==> src/rtl/ram_req_arbiter.sv <==
// Shares one single-port RAM between a write and a read requester, with a response FIFO on reads.
// Define RAM_ARB_WR_PRIO_EN for fixed write priority; round-robin otherwise.
module ram_req_arbiter #(
    parameter int unsigned DATA_WD    = 128,
    parameter int unsigned ADDR_WD    = 32,
    parameter int unsigned STRB_WD    = DATA_WD / 8,
    parameter int unsigned RESP_DEPTH = 2
) (
    input  logic               clk,
    input  logic               rst_n,
    input  logic               wreq_valid,
    output logic               wreq_ready,
    input  logic [ADDR_WD-1:0] wreq_addr,
    input  logic [DATA_WD-1:0] wreq_data,
    input  logic [STRB_WD-1:0] wreq_strb,
    input  logic               rreq_valid,
    output logic               rreq_ready,
    input  logic [ADDR_WD-1:0] rreq_addr,
    output logic               rresp_valid,
    input  logic               rresp_ready,
    output logic [DATA_WD-1:0] rresp_data,
    output logic               ram_wr_en,
    output logic               ram_rd_en,
    output logic [ADDR_WD-1:0] ram_addr,
    output logic [STRB_WD-1:0] ram_strobe,
    output logic [DATA_WD-1:0] ram_w_data,
    input  logic [DATA_WD-1:0] ram_r_data
);

    localparam int unsigned OFFS   = $clog2(STRB_WD);
    localparam int unsigned PTR_WD = $clog2(RESP_DEPTH);
    localparam logic [PTR_WD:0] DEPTH_CNT = (PTR_WD + 1)'(RESP_DEPTH);

    logic [PTR_WD:0]    count_q;
    logic [PTR_WD-1:0]  wr_ptr_q;
    logic [PTR_WD-1:0]  rd_ptr_q;
    logic               rd_inflight_q;
    logic [DATA_WD-1:0] fifo_mem [RESP_DEPTH];

    logic rd_elig;
    logic grant_wr;
    logic grant_rd;
    logic push;
    logic pop;

    // Slots already owed to in-flight reads count as occupied; a same-cycle pop is not credited.
    assign rd_elig = ({1'b0, count_q} + {{(PTR_WD + 1){1'b0}}, rd_inflight_q})
                     < {1'b0, DEPTH_CNT};

`ifdef RAM_ARB_WR_PRIO_EN
    always_comb begin
        grant_wr = wreq_valid;
        grant_rd = !wreq_valid && rreq_valid && rd_elig;
    end
`else
    logic last_wr_q;  // 1 when the most recent grant went to the write side

    always_comb begin
        grant_wr = 1'b0;
        grant_rd = 1'b0;
        if (wreq_valid && rreq_valid && rd_elig) begin
            if (last_wr_q) grant_rd = 1'b1;
            else           grant_wr = 1'b1;
        end else if (wreq_valid) begin
            grant_wr = 1'b1;
        end else if (rreq_valid && rd_elig) begin
            grant_rd = 1'b1;
        end
    end

    always_ff @(posedge clk or negedge rst_n) begin
        if (!rst_n) begin
            last_wr_q <= 1'b1;
        end else if (grant_wr || grant_rd) begin
            last_wr_q <= grant_wr;
        end
    end
`endif

    // Outputs are forced quiet while reset is asserted, even if requesters keep valid high.
    assign wreq_ready = grant_wr && rst_n;
    assign rreq_ready = grant_rd && rst_n;

    always_comb begin
        ram_wr_en  = 1'b0;
        ram_rd_en  = 1'b0;
        ram_addr   = '0;
        ram_strobe = '0;
        ram_w_data = '0;
        if (rst_n) begin
            if (grant_wr) begin
                ram_wr_en  = 1'b1;
                ram_addr   = wreq_addr >> OFFS;
                ram_strobe = wreq_strb;
                ram_w_data = wreq_data;
            end else if (grant_rd) begin
                ram_rd_en = 1'b1;
                ram_addr  = rreq_addr >> OFFS;
            end
        end
    end

    assign push        = rd_inflight_q;
    assign rresp_valid = (count_q != '0);
    assign pop         = rresp_valid && rresp_ready;
    assign rresp_data  = fifo_mem[rd_ptr_q];

    always_ff @(posedge clk or negedge rst_n) begin
        if (!rst_n) begin
            rd_inflight_q <= 1'b0;
            count_q       <= '0;
            wr_ptr_q      <= '0;
            rd_ptr_q      <= '0;
        end else begin
            rd_inflight_q <= grant_rd;
            if (push) wr_ptr_q <= wr_ptr_q + 1'b1;
            if (pop)  rd_ptr_q <= rd_ptr_q + 1'b1;
            if (push && !pop)      count_q <= count_q + 1'b1;
            else if (!push && pop) count_q <= count_q - 1'b1;
        end
    end

    always_ff @(posedge clk) begin
        if (push) fifo_mem[wr_ptr_q] <= ram_r_data;
    end

`ifndef SYNTHESIS
    no_overflow: assert property (@(posedge clk) disable iff (!rst_n)
        !(push && !pop && count_q == DEPTH_CNT));
`endif

endmodule

==> config.mk <==
export PLATFORM = sky130hd
export DESIGN_NAME = ram_req_arbiter
export DESIGN_NICKNAME = d
export VERILOG_FILES = /design/src/rtl/ram_req_arbiter.sv
export SDC_FILE = /design/constraint.sdc
export NUM_CORES = 1
export LEC_CHECK = 0
export ABC_AREA = 0
export ABC_CLOCK_PERIOD_IN_PS = 12500
export BUFFER_PORTS_ARGS = -buffer_cell sky130_fd_sc_hd__buf_4
export CORE_AREA = 10 10 248 250
export DETAILED_ROUTE_END_ITERATION = 10
export DIE_AREA = 0 0 258 260
export SLEW_MARGIN = 25
export SYNTH_ARGS = -nofsm -noshare
export SYNTH_HDL_FRONTEND = slang
export SYNTH_SLANG_ARGS = --single-unit
export TNS_END_PERCENT = 50
==> constraint.sdc <==
create_clock -name clk -period 12.5 [get_ports clk]
set_input_delay 2.5 -clock clk [delete_from_list [all_inputs] [get_ports clk]]
set_output_delay 2.5 -clock clk [all_outputs]
set_load 0.03 [all_outputs]
==> run metrics, run 1 <==
YS warnings 0; H-tree depth 1; Max Root-Sink Buffers 3; Worst-path clk slew 60 ps; post-synthesis area per instance 15.9 um^2; pins over their slew limit 0; fin nets 1666; final setup fails 0; Crit. End Element primary output; Synth Flop Type edfxtp_1; FF-to-FF End fifo_mem[0][97]$_DFFE_PP_; Post-route DRC 0; final cell count without fillers 2108; critical path peak fanout 145; MaxCap Viol Count 0; boundary pin count 650; peak supply drop 0.000109 V; outcome complete, no violations; Post-Syn Area 11000 um^2; Port Buffers 637; layout cells sized above 1 61.3%; Fin. Hold Viols 0; Seq/Total Area, Yosys 71.3%; Via density 3.85; R2R Setup Slk 9380 ps; crit path DAT 4440 ps; fmax 0.144 GHz; Cells after Synth 690; Initial Utilization 19.5%; number of gates resized after cts 0; unrepaired setup endpoints after global routing false; final setup TNS 0 ps; die area 67100 um^2; Die W 258 um; first-pass GRT wire length 61700 um; Overflow after GRT 0; vias in the first global route 9003; setup bufs post-CTS 0; Via Count 8116; largest net degree at the start of global routing 146; Post-synth ARST share 2.29%; WL per Instance 21.2 um; routability cong. 0.868; worst slew pin tran 975 ps; Layout area overhead 59.4%; synthesized flop and latch total 262; placed insts 2048; CP Class input pin to primary output; Min-Delay Startpoint count_q[1]$_DFFE_PN0P_; site row count 87; DPL Wire Length 36100 um; synth unique cells 26; hold worst-path end count_q[1]$_DFFE_PN0P_; TritonCTS clock tree done; Antenna Nets Post-Route 0; TritonCTS Buffers 30; total routed wirelength 44700 um; DR iter-0 viols 381; hold path cells 1; Worst EP required 10000 ps; die height 260 um; Startpoint Class input pin; Max-slew headroom 35.0%; Fill cells 5645; crit share post-route 55.5%; initial antenna violation count 11; Critical R2R Launch push$_DFF_PN0_; Tmin final 6940 ps; number of flops mapped to enable cells by yosys 256; Root Driver clkbuf_16; Min-Delay Path Class register to register; final core utilization 31.2%; R2R depth 3; later-pin clock latency in the skew report 600 ps; Power Density 200 nW/um^2; hold buffers post-CTS 0; clk_skew 31.6 ps; total global routing track utilization 12.4%; DRT Pass-1 Iters 6; leak pwr 7.21 nW; clk sinks 262; Core Box Area 56300 um^2
==> metrics by stage <==
step                hold slack [ps]  worst slack, ps  total power, mW  cell area, um^2
global placement                499             5360             2.70            16600
global route                    538             5360             3.67            17500
detailed placement              503             5250             2.71            16600
floorplan                       455             5810             2.14            11000
CTS                             516             5250             3.58            17500
finish                          516             5560             3.51            17500
==> area by class of cell <==
class	count	area, um^2	share of cell area, %
Timing Repair Buffer	645	4850	27.6
Clock buffer	33	762	4.34
Tap cell	756	946	5.39
Multi-Input combinational cell	383	2920	16.6
Inverter	2	7.51	0.0428
Antenna cell	5	12.5	0.0713
Clock inverter	22	205	1.17
Sequential cell	262	7840	44.7
==> logic make-up after synthesis <==
| kind of cell | Yosys count | synth area share (%) |
|---|---|---|
| AOI/OAI and AO/OA | 29 | 1.79 |
| xor gates and xnor gates | 5 | 0.398 |
| adders and majority gates | 1 | 0.114 |
| buffers and inverters | 48 | 2.43 |
| DFF | 262 | 71.3 |
| muxes | 128 | 13.1 |
| other | 1 | 0.0341 |
| and+or+nand+nor | 216 | 10.9 |
==> cell usage in the layout (no fill, tap or decap), types with 2 or more instances in the layout <==
cell type and n:
and2_1 145, buf_4 644, bufinv_16 2, clkbuf_1 3, clkbuf_16 30, clkinv_1 8, clkinv_2 4, clkinv_4 3
conb_1 4, dfrtp_1 4, diode_2 5, edfxtp_1 256, inv_1 2, inv_8 2, mux2_2 128, nand2_1 57
nand3_1 2, nor2_1 5, o22ai_1 28, xnor2_1 2, xor2_1 3
==> worst max-delay path: stages <==
cell     delay (ps)
buf_4           340
nand2_1         160
a31oi_4         220
buf_6           600
and2_1          320
buf_4           190
==> synthesized netlist by cell type, types with 3 or more instances <==
| master | number | area, um^2 |
|---|---|---|
| and2_1 | 146 | 913 |
| buf_1 | 3 | 11.3 |
| buf_2 | 19 | 95.1 |
| buf_4 | 5 | 37.5 |
| buf_6 | 6 | 67.6 |
| clkbuf_1 | 13 | 48.8 |
| dfrtp_1 | 5 | 125 |
| edfxtp_1 | 256 | 7690 |
| mux2_2 | 128 | 1440 |
| nand2_1 | 57 | 214 |
| nor2_1 | 5 | 18.8 |
| o22ai_1 | 28 | 175 |
| xor2_1 | 3 | 26.3 |
==> flip-flops by register name, indices dropped and copies added, names as in the netlist <==
register	count
last_wr_q	1
push	1
fifo_mem	256
rd_ptr_q	1
wr_ptr_q	1
count_q	2
==> layer usage <==
metal / track usage [%] / part of all wire (%) / vias up
met5: 0 / 0.029 / -
met4: 4.38 / 3.1 / 2
met3: 5.40 / 10 / 71
met2: 23.4 / 53 / 425
met1: 11.6 / 33 / 3840
li1: - / - / 3778
==> how the worst max path moves through the flow <==
| stage | to | depth (start not counted) | from |
|---|---|---|---|
| after floorplan | fifo_mem[0][0]$_DFFE_PP_ | 1 | wr_ptr_q$_DFFE_PN0P_ |
| after global placement | ram_w_data[38] | 6 | rst_n |
| after detailed placement | ram_w_data[38] | 6 | rst_n |
| after CTS | ram_w_data[38] | 6 | rst_n |
| after global routing | ram_w_data[38] | 6 | rst_n |
| final | ram_w_data[38] | 6 | rst_n |
==> power breakdown <==
| group | switching [mW] | leakage, nW | total [mW] | internal, mW |
|---|---|---|---|---|
| logic | 0.881 | 4.33 | 1.44 | 0.563 |
| registers | 0.0623 | 2.41 | 1.21 | 1.15 |
| clock network | 0.366 | 0.470 | 0.851 | 0.485 |
| total | 1.31 | 7.21 | 3.51 | 2.20 |
No activity file was read; power rests on OpenSTA's default activity.
==> run 2, diff against run 1 <==
--- a/config.mk
+++ b/config.mk
@@ -6,7 +6,7 @@
 export NUM_CORES = 1
 export LEC_CHECK = 0
 export ABC_AREA = 0
-export ABC_CLOCK_PERIOD_IN_PS = 12500
+export ABC_CLOCK_PERIOD_IN_PS = 7000
 export BUFFER_PORTS_ARGS = -buffer_cell sky130_fd_sc_hd__buf_4
 export CORE_AREA = 10 10 248 250
 export DETAILED_ROUTE_END_ITERATION = 10
==> constraint.sdc (replaced) <==
create_clock -name clk -period 7 [get_ports clk]
set_input_delay 1.4 -clock clk [delete_from_list [all_inputs] [get_ports clk]]
set_output_delay 1.4 -clock clk [all_outputs]
set_load 0.03 [all_outputs]
==> run metrics, run 2 (synthesis gave the netlist of run 1 again) <==
cell mode on critical path buf_4 (unchanged); WP buf/inv 3 (unchanged); Fin. Hold Viols 0 (unchanged); CP top delay family buffers and inverters (unchanged); number of gates resized after cts 0 (unchanged); Worst path slowest cell a31oi_4 (was buf_6); first-pass GRT wire length 62200 um (was 61700 um); H-tree depth 1 (unchanged); Tmin final 4770 ps; Antenna Nets Post-Route 0 (unchanged); Worst-path clk slew 60 ps (about the same); clk sinks 262 (unchanged); largest registers fifo_mem x256, count_q x2 (unchanged); peak supply drop 0.000214 V (was 0.000109 V); fin nets 1665 (was 1666); crit share post-route 68.2%; final setup fails 0 (unchanged); vias in the first global route 8907 (was 9003); CP Cell Sequence buf_4 > nand2_1 > a31oi_4 > buf_12 > and2_1 > buf_4 (was buf_4 > nand2_1 > a31oi_4 > buf_6 > and2_1 > buf_4); routed wl met3 4230 um (was 4680 um); Max-slew headroom 35.9% (was 35.0%); Metal-1 WL 15100 um (was 14700 um); commonest non-fill, non-tap cell in the layout buf_4 (unchanged); worst slew pin tran 961 ps (was 975 ps); max reg flops 256 (unchanged); die height 260 um (unchanged); unrepaired setup endpoints after global routing false (unchanged); Crit. End Element primary output (unchanged); leak pwr 7.23 nW (was 7.21 nW); Core Box Area 56300 um^2 (unchanged); boundary pin count 650 (unchanged); outcome complete, no violations (unchanged); Power Density 359 nW/um^2 (was 200 nW/um^2); Initial Utilization 19.5% (unchanged); Post-route DRC 0 (unchanged); Final WS setup 2230 ps (was 5560 ps); Worst EP required 5600 ps (was 10000 ps); critical path peak fanout 106 (was 145); highest layer used for signal routing met5 (unchanged); Setup WS pre-CTS 2110 ps (was 5250 ps); Top reg by flops fifo_mem (unchanged); Hold WS 523 ps (was 516 ps); final setup TNS 0 ps (unchanged); WL per Instance 21.4 um (was 21.2 um); largest net degree at the start of global routing 108 (was 146); TritonCTS Buffers 30 (unchanged); die area 67100 um^2 (unchanged); fmax 0.209 GHz; DRT Pass-1 Iters 5 (was 6); crit path DAT 3370 ps (was 4440 ps); DPL Wire Length 36100 um (about the same); hold buffers post-CTS 0 (unchanged); Power, Total 6.30 mW (was 3.51 mW); Die W 258 um (unchanged); most frequent cells in the layout 640 x buf_4, 256 x edfxtp_1, 145 x and2_1, 128 x mux2_2, 57 x nand2_1 (was 644 x buf_4, 256 x edfxtp_1, 145 x and2_1, 128 x mux2_2, 57 x nand2_1); Root Driver clkbuf_16 (unchanged); total global routing track utilization 12.4% (about the same); layout cells sized above 1 61.4% (was 61.3%); total routed wirelength 45000 um (was 44700 um); Max Root-Sink Buffers 3 (unchanged); Min-Delay Path Class register to register (unchanged); CP Class input pin to primary output (unchanged); initial antenna violation count 7 (was 11); TritonCTS clock tree done (unchanged); Overflow after GRT 0 (unchanged); Via Count 8159 (was 8116); Startpoint Class input pin (unchanged); Via density 3.87 (was 3.85); pins over their slew limit 0 (unchanged); Port Buffers 637 (unchanged); MaxCap Viol Count 0 (unchanged); met2 wire length 24400 um (was 23900 um); CP max stage delay 640 ps (was 600 ps); Layout area overhead 59.8% (was 59.4%); clk_skew 15.4 ps (was 31.6 ps); DR iter-0 viols 352 (was 381); setup bufs post-CTS 0 (unchanged); site row count 87 (unchanged); later-pin clock latency in the skew report 580 ps (was 600 ps); routability cong. 0.868 (about the same)
[run 2: cell types whose count changed in the layout (fill, tap and decap cells not counted), moves of 3 or more]
cell	change
clkbuf_1	+3
buf_4	-4
buf_12	+3
clkbuf_8	+4
clkinv_1	-5
[run 2: power by group]
part	total (mW)	internal [mW]	switching, mW
sequential	2.18	2.06	0.118
combinational	2.59	1.02	1.57
clock	1.54	0.900	0.636
[run 2: stage by stage]
step	util [%]	instance area, um^2	cells
global route	31.2	17600	2104
floorplan	-	11000	693
global placement	29.5	16600	2046
finish	31.2	17600	2106
detailed placement	29.5	16600	2046
CTS	31.2	17500	2101
[run 2: worst min-delay path, stage by stage (launching register included)]
cell,delay (ps)
dfstp_2,390
nor2_1,90
nor2_1,40
[run 2: worst paths after layout]
check,cells after the start,slack [ps],to,from
worst min-delay path,2,520,last_wr_q$_DFFE_PN1P_,last_wr_q$_DFFE_PN1P_
worst min register to register,2,520,last_wr_q$_DFFE_PN1P_,last_wr_q$_DFFE_PN1P_
max in group asynchronous,1,5940,last_wr_q$_DFFE_PN1P_,rst_n
worst max-delay path,6,2230,ram_w_data[54],rst_n
min in group asynchronous,1,750,count_q[1]$_DFFE_PN0P_,rst_n
worst max register to register,2,4550,fifo_mem[1][88]$_DFFE_PP_,push$_DFF_PN0_
[run 2: area by class of cell]
type                       instances  area (um^2)
timing repair buffer             644         4880
antenna                            4         10.0
multi-input combinational        383         2920
sequential                       262         7840
fill                            5655        38700
inverter                           2         7.51
clock buffer                      40          828
tap                              756          946
clock inverter                    15          141
[run 2: per-layer routing]
| metal | global-route usage [%] | vias to the layer above |
|---|---|---|
| li1 | - | 3776 |
| met1 | 12.0 | 3906 |
| met2 | 23.8 | 418 |
| met3 | 4.49 | 57 |
| met4 | 4.12 | 2 |
| met5 | 0 | - |
==> run 3, diff against run 2 <==
--- a/config.mk
+++ b/config.mk
@@ -5,12 +5,12 @@
 export SDC_FILE = /design/constraint.sdc
 export NUM_CORES = 1
 export LEC_CHECK = 0
-export ABC_AREA = 0
-export ABC_CLOCK_PERIOD_IN_PS = 7000
+export ABC_AREA = 1
+export ABC_CLOCK_PERIOD_IN_PS = 3900
 export BUFFER_PORTS_ARGS = -buffer_cell sky130_fd_sc_hd__buf_4
-export CORE_AREA = 10 10 248 250
+export CORE_AREA = 10 10 241 243
 export DETAILED_ROUTE_END_ITERATION = 10
-export DIE_AREA = 0 0 258 260
+export DIE_AREA = 0 0 251 253
 export SLEW_MARGIN = 25
 export SYNTH_ARGS = -nofsm -noshare
 export SYNTH_HDL_FRONTEND = slang
==> constraint.sdc (replaced) <==
create_clock -name clk -period 3.9 [get_ports clk]
set_input_delay 0.78 -clock clk [delete_from_list [all_inputs] [get_ports clk]]
set_output_delay 0.78 -clock clk [all_outputs]
set_load 0.03 [all_outputs]
==> run metrics, run 3 <==
MaxCap Viol Count 0 (unchanged); Cells after Synth 1120 (was 690); synth unique cells 23 (was 26); commonest non-fill, non-tap cell in the layout buf_4 (unchanged); Fill cells 5492 (was 5655); outcome complete, no violations (unchanged); top cells by area, synth edfxtp_1 66%, nand2_1 14%, inv_1 5.0% (was edfxtp_1 70%, mux2_2 13%, and2_1 8.3%); Initial Utilization 21.9% (was 19.5%); first-pass GRT wire length 80800 um (was 62200 um); Critical R2R Launch push$_DFF_PN0_ (unchanged); FF-to-FF End fifo_mem[1][123]$_DFFE_PP_ (was fifo_mem[1][88]$_DFFE_PP_); DR iter-0 viols 535 (was 352); later-pin clock latency in the skew report 570 ps (was 580 ps); final setup fails 0 (unchanged); clk sinks 262 (unchanged); Startpoint Class register (was input pin); YS warnings 0 (unchanged); fraction of synthesized area in multiplexers 0% (was 13.1%); Min-Delay Path Class input pin to asynchronous set/reset pin (was register to register); final setup TNS 0 ps (unchanged); Power Density 659 nW/um^2 (was 359 nW/um^2); Final WS setup 644 ps (was 2230 ps); largest net degree at the start of global routing 129 (was 108); area of the multi-input gates 2930 um^2 (was 2920 um^2); register area 7840 um^2 (unchanged); DRT Pass-1 Iters 4 (was 5); Power, Total 12.0 mW (was 6.30 mW); most frequent cells after synthesis 422 x nand2_1, 256 x edfxtp_1, 155 x inv_1, 99 x nor2_1, 55 x nand4_1 (was 256 x edfxtp_1, 146 x and2_1, 128 x mux2_2, 57 x nand2_1, 28 x o22ai_1); Post-Synth XOR/XNOR Area 0.300% (was 0.398%); boundary pin count 650 (unchanged); initial antenna violation count 31 (was 7); simple-gate share of the synthesized area 24.3% (was 10.9%); number of gates resized after cts 0 (unchanged); Crit. End Element primary output (unchanged); die area 63500 um^2 (was 67100 um^2); site row count 85 (was 87); CP Class register to primary output (was input pin to primary output); critical path peak fanout 56 (was 106); Layout area overhead 55.4% (was 59.8%); TritonCTS clock tree done (unchanged); peak supply drop 0.000452 V (was 0.000214 V); max reg flops 256 (unchanged); Worst EP required 3120 ps (was 5600 ps); fin nets 2081 (was 1665); Post-route DRC 0 (unchanged); vias in the first global route 10400 (was 8907); most common cell in the netlist nand2_1 (was edfxtp_1); crit share post-route 83.5%; largest family of logic cells by synthesized area simple AND/OR/NAND/NOR gates (was multiplexers); worst slew pin tran 852 ps (was 961 ps); Worst-path clk slew 60 ps (about the same); fmax 0.307 GHz; Post-Syn Area 11700 um^2 (was 11000 um^2); Max-slew headroom 43.2% (was 35.9%); largest registers fifo_mem x256, count_q x2 (unchanged); hold buffers post-CTS 0 (unchanged); area share of the largest cell type after synthesis 65.8% (was 69.9%); Core Box Area 53300 um^2 (was 56300 um^2); R2R Setup Slk 2010 ps (was 4550 ps); synthesized flop and latch total 262 (unchanged); crit path DAT 2480 ps (was 3370 ps); Post-Synth Adder-Cell Area 0.107% (was 0.114%); largest area contributor in the netlist edfxtp_1 (unchanged); Setup WS pre-CTS 719 ps (was 2110 ps); Tmin final 3260 ps; total routed wirelength 60600 um (was 45000 um); post-synthesis area per instance 10.4 um^2 (was 15.9 um^2); layout cells sized above 1 42.7% (was 61.4%); post-synthesis compound-gate area fraction 0.0428% (was 1.79%); final core utilization 34.1% (was 31.2%); R2R depth 3 (was 2); Top reg by flops fifo_mem (unchanged); Cell Area, Placed 17200 um^2 (was 16600 um^2); Max Root-Sink Buffers 3 (unchanged); setup bufs post-CTS 0 (unchanged); leak pwr 8.69 nW (was 7.23 nW); Via density 4.16 (was 3.87); routability cong. 0.868 (about the same); Synth Flop Type edfxtp_1 (unchanged); H-tree depth 1 (unchanged); unrepaired setup endpoints after global routing false (unchanged); clk_skew 27.3 ps (was 15.4 ps); pins over their slew limit 0 (unchanged); Root Driver clkbuf_16 (unchanged); Via Count 10300 (was 8159); Fin. Hold Viols 0 (unchanged); Seq/Total Area, Yosys 67.1% (was 71.3%); Final Instance Area 18200 um^2 (was 17600 um^2); Overflow after GRT 0 (unchanged); total global routing track utilization 17.8% (was 12.4%); Port Buffers 637 (unchanged); number of flops mapped to enable cells by yosys 256 (unchanged); DPL Wire Length 50200 um (was 36100 um); Die W 251 um (was 258 um); WL per Instance 24.6 um (was 21.4 um); most frequent cells in the layout 650 x buf_4, 422 x nand2_1, 256 x edfxtp_1, 153 x inv_1, 97 x nor2_1 (was 640 x buf_4, 256 x edfxtp_1, 145 x and2_1, 128 x mux2_2, 57 x nand2_1); TritonCTS Buffers 27 (was 30); Antenna Nets Post-Route 0 (unchanged); Post-synth ARST share 2.29% (unchanged); die height 253 um (was 260 um)
[run 3: power breakdown]
| part | internal (mW) | total (mW) | switching [mW] | leakage (nW) |
|---|---|---|---|---|
| clock network | 1.67 | 2.76 | 1.09 | 0.450 |
| logic | 1.68 | 5.42 | 3.74 | 5.83 |
| registers | 3.65 | 3.79 | 0.140 | 2.41 |
[run 3: kinds of logic (layout without fill, tap and decap cells)]
group | Yosys count | in the layout
simple gates | 629 | 629
flops | 262 | 262
buf+inv | 222 | 856
xor+xnor | 4 | 4
fa+ha+maj | 1 | 1
other cells | 1 | 14
compound gates | 1 | 1
[run 3: worst max path at each step]
| stage | startpoint | endpoint | slack, ps | cells after the start |
|---|---|---|---|---|
| 4_1_cts | push$_DFF_PN0_ | ram_w_data[27] | 600 | 6 |
| 3_3_place_gp | wreq_valid | ram_w_data[7] | 810 | 5 |
| 6_report | push$_DFF_PN0_ | ram_w_data[27] | 640 | 6 |
| 3_5_place_dp | wreq_valid | ram_w_data[27] | 720 | 5 |
| 5_1_grt | push$_DFF_PN0_ | wreq_ready | 470 | 6 |
| 2_1_floorplan | wr_ptr_q$_DFFE_PN0P_ | fifo_mem[1][0]$_DFFE_PP_ | 470 | 2 |
[run 3: cell type report]
class	instances	share of cell area (%)
diodes	10	0.138
inverters	155	3.25
clock buffers	29	3.76
multi-input cells	639	16.1
well taps	696	4.80
flip-flops and latches	262	43.2
repair buffers	654	27.3
clock inverters	18	1.43
[run 3: worst max-delay path, stage by stage, from the launching register on]
cell,delay [ps]
dfrtp_1,440
nand2_1,140
nand4_2,140
nand3_4,370
buf_12,450
nor2_1,130
buf_4,200
[run 3: metal layers]
layer | global-route usage (%) | part of all wire, % | vias up | wire, um
met1 | 17.1 | 33 | 4838 | 19700
met4 | 7.50 | 4.0 | 18 | 2430
met3 | 7.37 | 10 | 112 | 6080
met2 | 33.0 | 53 | 500 | 32300
met5 | 0 | 0.18 | - | 112
li1 | - | - | 4789 | -
[run 3: per-stage QoR]
stage,hold slack (ps),std cells
2_1_floorplan,484,1123
3_5_place_dp,513,2406
6_report,367,2463
3_3_place_gp,511,2406
5_1_grt,365,2461
4_1_cts,336,2453
